`src/rtl/nx_ram_hw_arb_pkg.sv`:
```
// -----------------------------------------------------------------------------
// nx_ram_hw_arb_pkg
// Shared types and helpers for the 1RW RAM hardware-port arbiter:
//   state_e    : arbiter FSM state (INIT sweep, RUN arbitration, DRAIN reads)
//   rsp_ent_t  : response-pipe entry {vld, id}; id is sized for up to 8
//                requesters so the struct does not depend on N_REQ
//   id_width() : requester-id width, $clog2(n) with a floor of 1
// -----------------------------------------------------------------------------
package nx_ram_hw_arb_pkg;

  localparam int ID_MAX_W = 3;

  typedef enum logic [1:0] {
    INIT  = 2'd0,
    RUN   = 2'd1,
    DRAIN = 2'd2
  } state_e;

  typedef struct packed {
    logic                vld;
    logic [ID_MAX_W-1:0] id;
  } rsp_ent_t;

  function automatic int id_width(input int n);
    return (n <= 2) ? 1 : $clog2(n);
  endfunction

endpackage

```
`src/rtl/nx_rr_picker.sv`:
```
// -----------------------------------------------------------------------------
// nx_rr_picker
// Combinational round-robin select: grants the first asserted request at or
// after the pointer, wrapping modulo N_REQ.
// Ports:
//   req_i  [N_REQ]  request vector
//   ptr_i  [IDW]    round-robin start position
//   gnt_o  [N_REQ]  one-hot grant (all zero when no request)
//   id_o   [IDW]    index of the winner (0 when no request)
//   any_o           at least one request present
// -----------------------------------------------------------------------------
module nx_rr_picker #(
  parameter int N_REQ = 4,
  parameter int IDW   = 2
) (
  input  logic [N_REQ-1:0] req_i,
  input  logic [IDW-1:0]   ptr_i,
  output logic [N_REQ-1:0] gnt_o,
  output logic [IDW-1:0]   id_o,
  output logic             any_o
);

  logic           found_s;
  logic [IDW-1:0] idx_s;

  // Scan from the pointer; the first hit wins.
  always_comb begin
    gnt_o   = '0;
    id_o    = '0;
    found_s = 1'b0;
    idx_s   = '0;
    for (int i = 0; i < N_REQ; i++) begin
      idx_s = IDW'((int'(ptr_i) + i) % N_REQ);
      if (!found_s && req_i[idx_s]) begin
        found_s = 1'b1;
        id_o    = idx_s;
      end else begin
        found_s = found_s;
      end
    end
    if (found_s) begin
      gnt_o[id_o] = 1'b1;
    end else begin
      gnt_o = '0;
    end
    any_o = found_s;
  end

endmodule

```
`src/rtl/nx_ram_1rw_hw_arbiter.sv`:
```
// -----------------------------------------------------------------------------
// nx_ram_1rw_hw_arbiter
// Shares the hw_* port of a 1RW indirect-access RAM wrapper between N_REQ
// requesters (round-robin), yields idle cycles on hw_yield, sweeps the whole
// memory with RESET_DATA after reset / on init_start, and returns read data to
// the issuing requester RAM_LATENCY+1 cycles after its grant.
// Ports:
//   clk, rst                 clock, asynchronous active-high reset
//   req/req_we/req_addr/req_wdat  per-requester request and packed fields
//   gnt                      one-hot combinational accept
//   rsp_vld/rsp_dat          one-hot read-valid and read data
//   init_start/init_busy     re-init request pulse / sweep pending or active
//   hw_add/hw_we/hw_bwe/hw_cs/hw_din  registered wrapper command (bwe all ones)
//   hw_dout/hw_yield         wrapper read data / idle-cycle request
// Optional feature macro NX_RAM_HW_ARB_PERF_EN adds grant_cnt, yield_cnt
// (saturating 16-bit counters) and their synchronous clear cnt_clr.
// -----------------------------------------------------------------------------
module nx_ram_1rw_hw_arbiter
  import nx_ram_hw_arb_pkg::*;
#(
  parameter int                     N_REQ       = 4,
  parameter int                     N_ADDR_BITS = 14,
  parameter int                     N_DATA_BITS = 38,
  parameter int                     N_ENTRIES   = 16384,
  parameter int                     RAM_LATENCY = 2,
  parameter logic [N_DATA_BITS-1:0] RESET_DATA  = '0
) (
  input  logic                         clk,
  input  logic                         rst,
  input  logic [N_REQ-1:0]             req,
  input  logic [N_REQ-1:0]             req_we,
  input  logic [N_REQ*N_ADDR_BITS-1:0] req_addr,
  input  logic [N_REQ*N_DATA_BITS-1:0] req_wdat,
  output logic [N_REQ-1:0]             gnt,
  output logic [N_REQ-1:0]             rsp_vld,
  output logic [N_DATA_BITS-1:0]       rsp_dat,
  input  logic                         init_start,
  output logic                         init_busy,
  output logic [N_ADDR_BITS-1:0]       hw_add,
  output logic                         hw_we,
  output logic [N_DATA_BITS-1:0]       hw_bwe,
  output logic                         hw_cs,
  output logic [N_DATA_BITS-1:0]       hw_din,
  input  logic [N_DATA_BITS-1:0]       hw_dout,
  input  logic                         hw_yield
`ifdef NX_RAM_HW_ARB_PERF_EN
  ,
  input  logic                         cnt_clr,
  output logic [N_REQ*16-1:0]          grant_cnt,
  output logic [15:0]                  yield_cnt
`endif
);

  localparam int                     IDW       = id_width(N_REQ);
  localparam logic [N_ADDR_BITS-1:0] LAST_ADDR = N_ADDR_BITS'(N_ENTRIES - 1);

  state_e                 state_q, state_d;
  logic [N_ADDR_BITS-1:0] cnt_q, cnt_d;
  logic [IDW-1:0]         ptr_q, ptr_d;

  logic                   hw_cs_q, hw_cs_d;
  logic                   hw_we_q, hw_we_d;
  logic [N_ADDR_BITS-1:0] hw_add_q, hw_add_d;
  logic [N_DATA_BITS-1:0] hw_din_q, hw_din_d;

  // Entry k of the pipe is in flight for the read accepted k+1 cycles ago;
  // the last entry lines up with hw_dout.
  rsp_ent_t               pipe_q [RAM_LATENCY+1];
  rsp_ent_t               push_ent_s;
  rsp_ent_t               out_ent_s;
  logic                   push_s;
  logic                   pipe_empty_s;

  logic [N_REQ-1:0]       pick_gnt_s;
  logic [IDW-1:0]         pick_id_s;
  logic                   pick_any_s;

  nx_rr_picker #(
    .N_REQ (N_REQ),
    .IDW   (IDW)
  ) u_picker (
    .req_i (req),
    .ptr_i (ptr_q),
    .gnt_o (pick_gnt_s),
    .id_o  (pick_id_s),
    .any_o (pick_any_s)
  );

  // Pipeline occupancy across all stages, including the output stage.
  always_comb begin
    pipe_empty_s = 1'b1;
    for (int k = 0; k <= RAM_LATENCY; k++) begin
      if (pipe_q[k].vld) begin
        pipe_empty_s = 1'b0;
      end else begin
        pipe_empty_s = pipe_empty_s;
      end
    end
  end

  // FSM next state, arbitration and next hw command.
  always_comb begin
    state_d  = state_q;
    cnt_d    = cnt_q;
    ptr_d    = ptr_q;
    hw_cs_d  = 1'b0;
    hw_we_d  = 1'b0;
    hw_add_d = '0;
    hw_din_d = '0;
    gnt      = '0;
    push_s   = 1'b0;
    case (state_q)
      INIT: begin
        if (!hw_yield) begin
          hw_cs_d  = 1'b1;
          hw_we_d  = 1'b1;
          hw_add_d = cnt_q;
          hw_din_d = RESET_DATA;
          cnt_d    = cnt_q + N_ADDR_BITS'(1);
          if (cnt_q == LAST_ADDR) begin
            state_d = RUN;
          end else begin
            state_d = INIT;
          end
        end else begin
          cnt_d = cnt_q;
        end
      end
      RUN: begin
        // init_start wins over any pending request in the same cycle.
        if (init_start) begin
          cnt_d   = '0;
          state_d = pipe_empty_s ? INIT : DRAIN;
        end else if (!hw_yield && pick_any_s) begin
          gnt      = pick_gnt_s;
          hw_cs_d  = 1'b1;
          hw_we_d  = req_we[pick_id_s];
          hw_add_d = req_addr[pick_id_s*N_ADDR_BITS +: N_ADDR_BITS];
          hw_din_d = req_wdat[pick_id_s*N_DATA_BITS +: N_DATA_BITS];
          push_s   = !req_we[pick_id_s];
          ptr_d    = (pick_id_s == IDW'(N_REQ - 1)) ? '0 : pick_id_s + IDW'(1);
        end else begin
          gnt = '0;
        end
      end
      DRAIN: begin
        if (pipe_empty_s) begin
          cnt_d   = '0;
          state_d = INIT;
        end else begin
          state_d = DRAIN;
        end
      end
      default: begin
        cnt_d   = '0;
        state_d = INIT;
      end
    endcase
  end

  // New pipe entry for an accepted read.
  always_comb begin
    push_ent_s.vld = push_s;
    push_ent_s.id  = ID_MAX_W'(pick_id_s);
  end

  // State, counters, hw command registers and response pipe.
  always_ff @(posedge clk or posedge rst) begin
    if (rst) begin
      state_q  <= INIT;
      cnt_q    <= '0;
      ptr_q    <= '0;
      hw_cs_q  <= 1'b0;
      hw_we_q  <= 1'b0;
      hw_add_q <= '0;
      hw_din_q <= '0;
      for (int k = 0; k <= RAM_LATENCY; k++) begin
        pipe_q[k] <= '0;
      end
    end else begin
      state_q  <= state_d;
      cnt_q    <= cnt_d;
      ptr_q    <= ptr_d;
      hw_cs_q  <= hw_cs_d;
      hw_we_q  <= hw_we_d;
      hw_add_q <= hw_add_d;
      hw_din_q <= hw_din_d;
      pipe_q[0] <= push_ent_s;
      for (int k = 1; k <= RAM_LATENCY; k++) begin
        pipe_q[k] <= pipe_q[k-1];
      end
    end
  end

  assign out_ent_s = pipe_q[RAM_LATENCY];

  // Route wrapper read data to the requester that issued it.
  always_comb begin
    rsp_vld = '0;
    for (int i = 0; i < N_REQ; i++) begin
      rsp_vld[i] = out_ent_s.vld && (out_ent_s.id == ID_MAX_W'(i));
    end
    if (out_ent_s.vld) begin
      rsp_dat = hw_dout;
    end else begin
      rsp_dat = '0;
    end
  end

  assign init_busy = (state_q != RUN);
  assign hw_cs     = hw_cs_q;
  assign hw_we     = hw_we_q;
  assign hw_add    = hw_add_q;
  assign hw_din    = hw_din_q;
  assign hw_bwe    = '1;

`ifdef NX_RAM_HW_ARB_PERF_EN
  logic [N_REQ*16-1:0] grant_cnt_q;
  logic [15:0]         yield_cnt_q;

  // Saturating grant and lost-to-yield counters.
  always_ff @(posedge clk or posedge rst) begin
    if (rst) begin
      grant_cnt_q <= '0;
      yield_cnt_q <= '0;
    end else if (cnt_clr) begin
      grant_cnt_q <= '0;
      yield_cnt_q <= '0;
    end else begin
      for (int i = 0; i < N_REQ; i++) begin
        if (gnt[i] && (grant_cnt_q[i*16 +: 16] != 16'hFFFF)) begin
          grant_cnt_q[i*16 +: 16] <= grant_cnt_q[i*16 +: 16] + 16'd1;
        end
      end
      if ((state_q == RUN) && hw_yield && (yield_cnt_q != 16'hFFFF)) begin
        yield_cnt_q <= yield_cnt_q + 16'd1;
      end
    end
  end

  assign grant_cnt = grant_cnt_q;
  assign yield_cnt = yield_cnt_q;
`endif

endmodule

```
`config.mk`:
```
export PLATFORM = sky130hd
export DESIGN_NAME = nx_ram_1rw_hw_arbiter
export DESIGN_NICKNAME = d
export VERILOG_FILES = /design/src/rtl/nx_ram_hw_arb_pkg.sv /design/src/rtl/nx_rr_picker.sv /design/src/rtl/nx_ram_1rw_hw_arbiter.sv
export SDC_FILE = /design/constraint.sdc
export NUM_CORES = 1
export LEC_CHECK = 0
export BUFFER_PORTS_ARGS = -buffer_cell sky130_fd_sc_hd__clkbuf_2
export CAP_MARGIN = 10
export CORE_AREA = 2 2 155 157
export DETAILED_ROUTE_END_ITERATION = 8
export DIE_AREA = 0 0 157 159
export GPL_ROUTABILITY_DRIVEN = 0
export GPL_TIMING_DRIVEN = 0
export PLACE_DENSITY = 0.59
export SETUP_SLACK_MARGIN = 0.1
export SYNTH_ARGS = -nofsm -noshare
export SYNTH_HDL_FRONTEND = slang
export SYNTH_SLANG_ARGS = --single-unit
```
`constraint.sdc`:
```
create_clock -name clk -period 2.24 [get_ports clk]
set_clock_uncertainty 0.05 [all_clocks]
set_input_delay 0.112 -clock clk [delete_from_list [all_inputs] [get_ports clk]]
set_output_delay 0.112 -clock clk [all_outputs]
set_load 0.005 [all_outputs]
```
=== Word level (Yosys, flattened, before mapping) ===
Cells that the tools add are included.

* Bits in registers: 81
* Bits in latches: 0
* RAM bits: 0
* ROM bits: 0
* Input port bits: 258
* Output and inout bits: 139
* Memories: 0

* Add/sub/neg operators: 5
* Multipliers: 2
* Div/mod/pow operators: 0
* Order comparisons: 6
* Eq/ne operators: 11
* Shift operators: 2
* Muxes and demuxes: 55
* Bitwise operators: 1
* Reduce and logical (&&, ||, !) cells: 19

{| class="wikitable"
|+ Operator list
! kind !! count
|-
| two-way mux 38 bit || 4
|-
| variable part select 152 x 9 -> 38 bit || 1
|-
| two-way mux 14 bit || 6
|-
| variable part select 56 x 7 -> 14 bit || 1
|-
| case mux 14 bit (3 select lines) || 1
|-
| case mux 14 bit (2 select lines) || 1
|-
| two-way mux 1 bit || 22
|-
| two-way mux 2 bit || 8
|-
| two-way mux 4 bit || 4
|-
| less-than comparator 2 x 3 -> 1 bit (second input constant) || 5
|-
| adder 14 x 1 -> 14 bit (second input constant) || 1
|-
| == test 14 bit (second input constant) || 1
|-
| binary-select mux 1 bit (select 2 bit) || 5
|-
| logical AND 1 bit || 9
|-
| == test 2 bit (second input constant) || 4
|-
| multiplier 2 x 5 -> 7 bit (second input constant) || 1
|-
| != test 2 bit (second input constant) || 3
|-
| case mux 2 bit (3 select lines) || 1
|-
| AND reduction 3 bit || 2
|-
| logical NOT 1 bit || 5
|-
| multiplier 2 x 3 -> 5 bit (second input constant) || 1
|-
| adder 2 x 1 -> 2 bit (second input constant) || 2
|-
| adder 2 bit (second input constant) || 2
|-
| == test 2 x 1 -> 1 bit (second input constant) || 2
|-
| other kinds (8) || 9
|}

=== Logic depth before layout (Yosys ltp) ===
* Word-level depth: 20
* Depth in mapped cells: 9

=== Hierarchy ===
A second synthesis with hierarchy kept.

* Cells, all modules: 432
* Area total of the unflattened synthesis: 5128.7 um2

{| class="wikitable"
|+ By module, submodules not included
! module !! instances !! cells an instance !! area an instance (um2)
|-
| nx_ram_1rw_hw_arbiter || 1 || 400 || 4946.0
|-
| nx_rr_picker || 1 || 32 || 182.7
|}

=== Worst setup path after synthesis ===
OpenSTA, ideal clock, no wires.

* Path kind: flip-flop to flip-flop
* Start point: register state_q[0]
* End point: register cnt_q[9]
* Setup time: 0.132 ns
* Arrival time: 1.714 ns
* Slack: 0.344 ns
* Stages on the path, launching flop included: 9
* Path buffers: 1
* Period minus slack after synthesis: 1.896 ns
* Cells stage by stage: dfrtp_1 > inv_1 > ha_1 > and2_1 > nor3_2 > clkbuf_1 > nand3_1 > xor2_1 > nor2_1

* Cells in the longest elaborated chain, start to end: 3
* Elaborated cells on any way between the ends: 8

{| class="wikitable"
|+ Ends and longest elaborated chain
! element !! RTL line !! text
|-
| start, declared || nx_ram_1rw_hw_arbiter.sv:57 || <nowiki>state_e state_q, state_d;</nowiki>
|-
| start signal, assigned || nx_ram_1rw_hw_arbiter.sv:181 || <nowiki>state_q <= state_d;</nowiki>
|-
| == test 2 bit, or another cell as far along || nx_ram_1rw_hw_arbiter.sv:112 || <nowiki>case (state_q)</nowiki>
|-
| != test 2 bit (no line) || - ||
|-
| AND reduction 3 bit (no line) || - ||
|-
| end signal, assigned || nx_ram_1rw_hw_arbiter.sv:182 || <nowiki>cnt_q <= cnt_d;</nowiki>
|-
| end, declared || nx_ram_1rw_hw_arbiter.sv:58 || <nowiki>logic [N_ADDR_BITS-1:0] cnt_q, cnt_d;</nowiki>
|}

Several ways; a longest one is shown, not always the timed one.
A chain may end at the register's enable or synchronous reset.

=== Final worst setup path ===
* Start point: register ptr_q[0]
* End point: output port gnt[0]

* Cells in the longest elaborated chain, start to end: 20
* Elaborated cells on any way between the ends: 35

{| class="wikitable"
|+ Ends and longest elaborated chain
! element !! RTL line !! text
|-
| start, declared || nx_ram_1rw_hw_arbiter.sv:59 || <nowiki>logic [IDW-1:0] ptr_q, ptr_d;</nowiki>
|-
| start signal, assigned || nx_ram_1rw_hw_arbiter.sv:183 || <nowiki>ptr_q <= ptr_d;</nowiki>
|-
| parallel branches: the longest is 17 deep, another holds less-than comparator 2 x 3 -> 1 bit || - ||
|-
| two-way mux 4 bit (*) || nx_ram_1rw_hw_arbiter.sv:134 || <nowiki>end else if (!hw_yield && pick_any_s) begin</nowiki>
|-
| two-way mux 4 bit (*) || nx_ram_1rw_hw_arbiter.sv:131 || <nowiki>if (init_start) begin</nowiki>
|-
| two-way mux 4 bit (*) || nx_ram_1rw_hw_arbiter.sv:112 ||
|-
| end, declared || nx_ram_1rw_hw_arbiter.sv:34 || <nowiki>output logic [N_REQ-1:0] gnt,</nowiki>
|}

Every way passes the cells marked *. The select of a mux whose other input is x is not followed.

==> results.toml <==
[clocking]
htree_levels = 3
cts_tree = "built"
path_clk_slew_ns = 0.07
cts-root-buf = "clkbuf_16"
clk-insertion-delay-late_ns = 0.35
numCtsBuffers = 9
numClockSinks = 81
clock_path_buffers = 2

[logic_synthesis]
yosysUniqueCellTypes = 41
ys_ff_latch = 81
synth_top_area_cell = "dfrtp_1"
ys_seq_area_frac = 0.381
ys_top_cells_by_area = "dfrtp_1 (38%), a211oi_1 (9.6%), and3_1 (8.5%)"
yosysWarnings = 0
netlist_instances = 603
syn-cell-area_sq_um = 5320
synth_top_area_share = 0.381
avgSynthCellArea_sq_um = 8.82

[die]
core_sq_um = 23200
row_count = 56
die_area_sq_um = 25000
start_util = 0.229
pin_count = 397
die_w_um = 157
fp.dieH_um = 159

[hold_path]
hp-class = "primary input to register"
whs_path_depth = 3
holdCritStartpoint = "req_wdat[101]"
hold_end = "hw_din[25]"

[sta]
maxSlewViolCount = 0
finalHoldViolations = 0
post-route-period-util = 0.995
hold_ws_ns = 0.0249
worst_pin_slew_ns = 0.764
fmax_ghz = 0.448
setup_viol = 0
min_period_ns = 2.23
max_slew_margin = 0.486
rsz0062_at_grt = "true"

[power_and_ir_drop]
p_leak_nw = 4.96
p_per_area_nw_per_um2 = 442
vdd_drop_max_v = 0.000318
p_total_mw = 4.21

[grt]
grt_pass1_wl_um = 36100
antenna_found_initial = 0
grt_max_degree = 37
grt_pass1_vias = 6580
grt_usage = 0.189
gr-total-overflow = 0

[route]
first_pass_iters = 4
first_iter_violations = 383
ant_nets = 0
route.detailed.drc = 0
vias_per_cell = 4.54
wirelength_um = 24700
wire_per_inst_um = 17.2
via_count = 6522

[cells_and_area]
fill_cells = 2327
antenna_cells = 0
area_growth_pct = 79.2
drive_above_1_share = 0.500
multiInputGateArea_sq_um = 3190
num-nets-final = 1379
register_area_sq_um = 2030

[setup_path]
crit_path_end_kind = "output port"
r2r_slack_ns = 0.13
worstRegToRegCells = 8
crit_fanout = 4
cp-start-kind = "register"
reg2reg_to = "hw_din[19]"
worstReg2RegStart = "ptr_q[0]"
required_ns = 2.08
cp.arrival_ns = 2.07
path_class = "register to output port"

[run]
cap_viol_max_count = 0

[placed_design]
io_buffers = 358
dp_hpwl_um = 18500

[run_status]
status = "complete, no violations"
per-layer routing:
layer | vias up | track usage | routed length (um)
met4 | 0 | 0.0621 | 552
met2 | 292 | 0.355 | 13100
met3 | 38 | 0.0435 | 1570
li1 | 3118 | - | -
met5 | - | 0 | 0
met1 | 3074 | 0.207 | 9510
flip-flops by register name, summed over array words and instances (netlist names):
register,flops
hw_add,14
hw_cs,1
pipe_q,6
hw_din,38
hw_we,1
ptr_q,2
state_q,2
cnt_q,14
out_ent_s,3
worst max-delay path, stage by stage (launching register included):
cell,delay (ns)
dfrtp_1,0.43
nor2b_2,0.08
or4b_4,0.52
nand2_4,0.13
inv_6,0.05
clkbuf_16,0.15
ha_4,0.15
and2_4,0.12
clkbuf_2,0.10
kinds of logic after synthesis:
kind of cell,synth area share
xor gates and xnor gates,0.0148
and+or+nand+nor,0.260
other,0.000705
buffers and inverters,0.112
AOI/OAI and AO/OA,0.210
DFF,0.381
adders and majority gates,0.0212
worst max-delay path by stage:
stage	endpoint	from	slack, ns
floorplan	cnt_q[9]	state_q[0]	0.34
global route	gnt[0]	ptr_q[0]	-0.05
CTS	gnt[3]	ptr_q[1]	0.01
detailed placement	gnt[3]	ptr_q[0]	-0.41
global placement	gnt[3]	ptr_q[0]	-0.40
finish	gnt[0]	ptr_q[0]	0.01
stage by stage:
step                setup WS (ns)  utilization  std cells  instance area [sq um]  setup TNS (ns)
finish                     0.0102        0.411       1436                   9540               0
global route              -0.0471        0.411       1436                   9540          -0.108
CTS                       0.00985        0.397       1430                   9220               0
detailed placement         -0.410        0.332       1319                   7690          -10.74
global placement           -0.404        0.330       1317                   7650           -9.09
floorplan                   0.344            -        640                   5460               0
timing repair:
action / in CTS / in global routing
gates resized for setup: 77 / 82
gates cloned: 0 / 0
pin swaps: 9 / 12
buffers inserted: 21 / 6
hold endpoints to repair: 50 / 0
setup endpoints to repair: 69 / 67
hold buffers: 74 / 0
Yosys cell counts:
cell type  instances
o311ai_0           1
or4b_4             1
nor2b_1            6
nor3_2             1
and4_1             2
o31ai_1           14
o21a_1             1
a311oi_1          28
clkinv_2           1
ha_1               9
dfrtp_1           81
buf_4             41
nand2_2            1
nand4_1            4
or4_4              1
o21bai_1           1
a211oi_1          68
inv_1              7
xor2_1             9
buf_6              7
nor4_1             1
nor3_1             2
nand3_1            7
a21oi_1            3
inv_2              1
o21ai_0            7
o32ai_1            2
clkbuf_1          35
buf_2              9
nand2_1          103
o31a_1             1
conb_1             1
nor3b_1            1
nand2b_1           2
or2_2              1
a211o_1            1
and3_1            72
a311oi_2          10
or3_1              4
nor2_1            12
and2_1            44
report_power, final:
group	internal (mW)	switching, mW
registers	1.53	0.0633
logic	0.563	0.527
clock network	0.786	0.738
total	2.88	1.33
cells in the final DEF (no fill, tap or decap), types with 12 or more instances in the layout:
master	count
a311oi_2	17
buf_4	64
conb_1	38
clkbuf_2	367
a311oi_1	21
and3_1	72
dlygate4sd3_1	74
clkbuf_1	13
and2_1	39
nor2_1	12
nand2_1	102
dfrtp_1	80
a211oi_1	38
a211oi_2	27
area by class of cell:
class / count / share of cell area
clock inverters: 7 / 0.00748
plain buffers: 92 / 0.0764
flip-flops and latches: 81 / 0.213
multi-input cells: 458 / 0.335
clock buffers: 9 / 0.0236
well taps: 319 / 0.0419
repair buffers: 461 / 0.297
inverters: 9 / 0.00577
No activity file was read; power rests on OpenSTA's default activity.
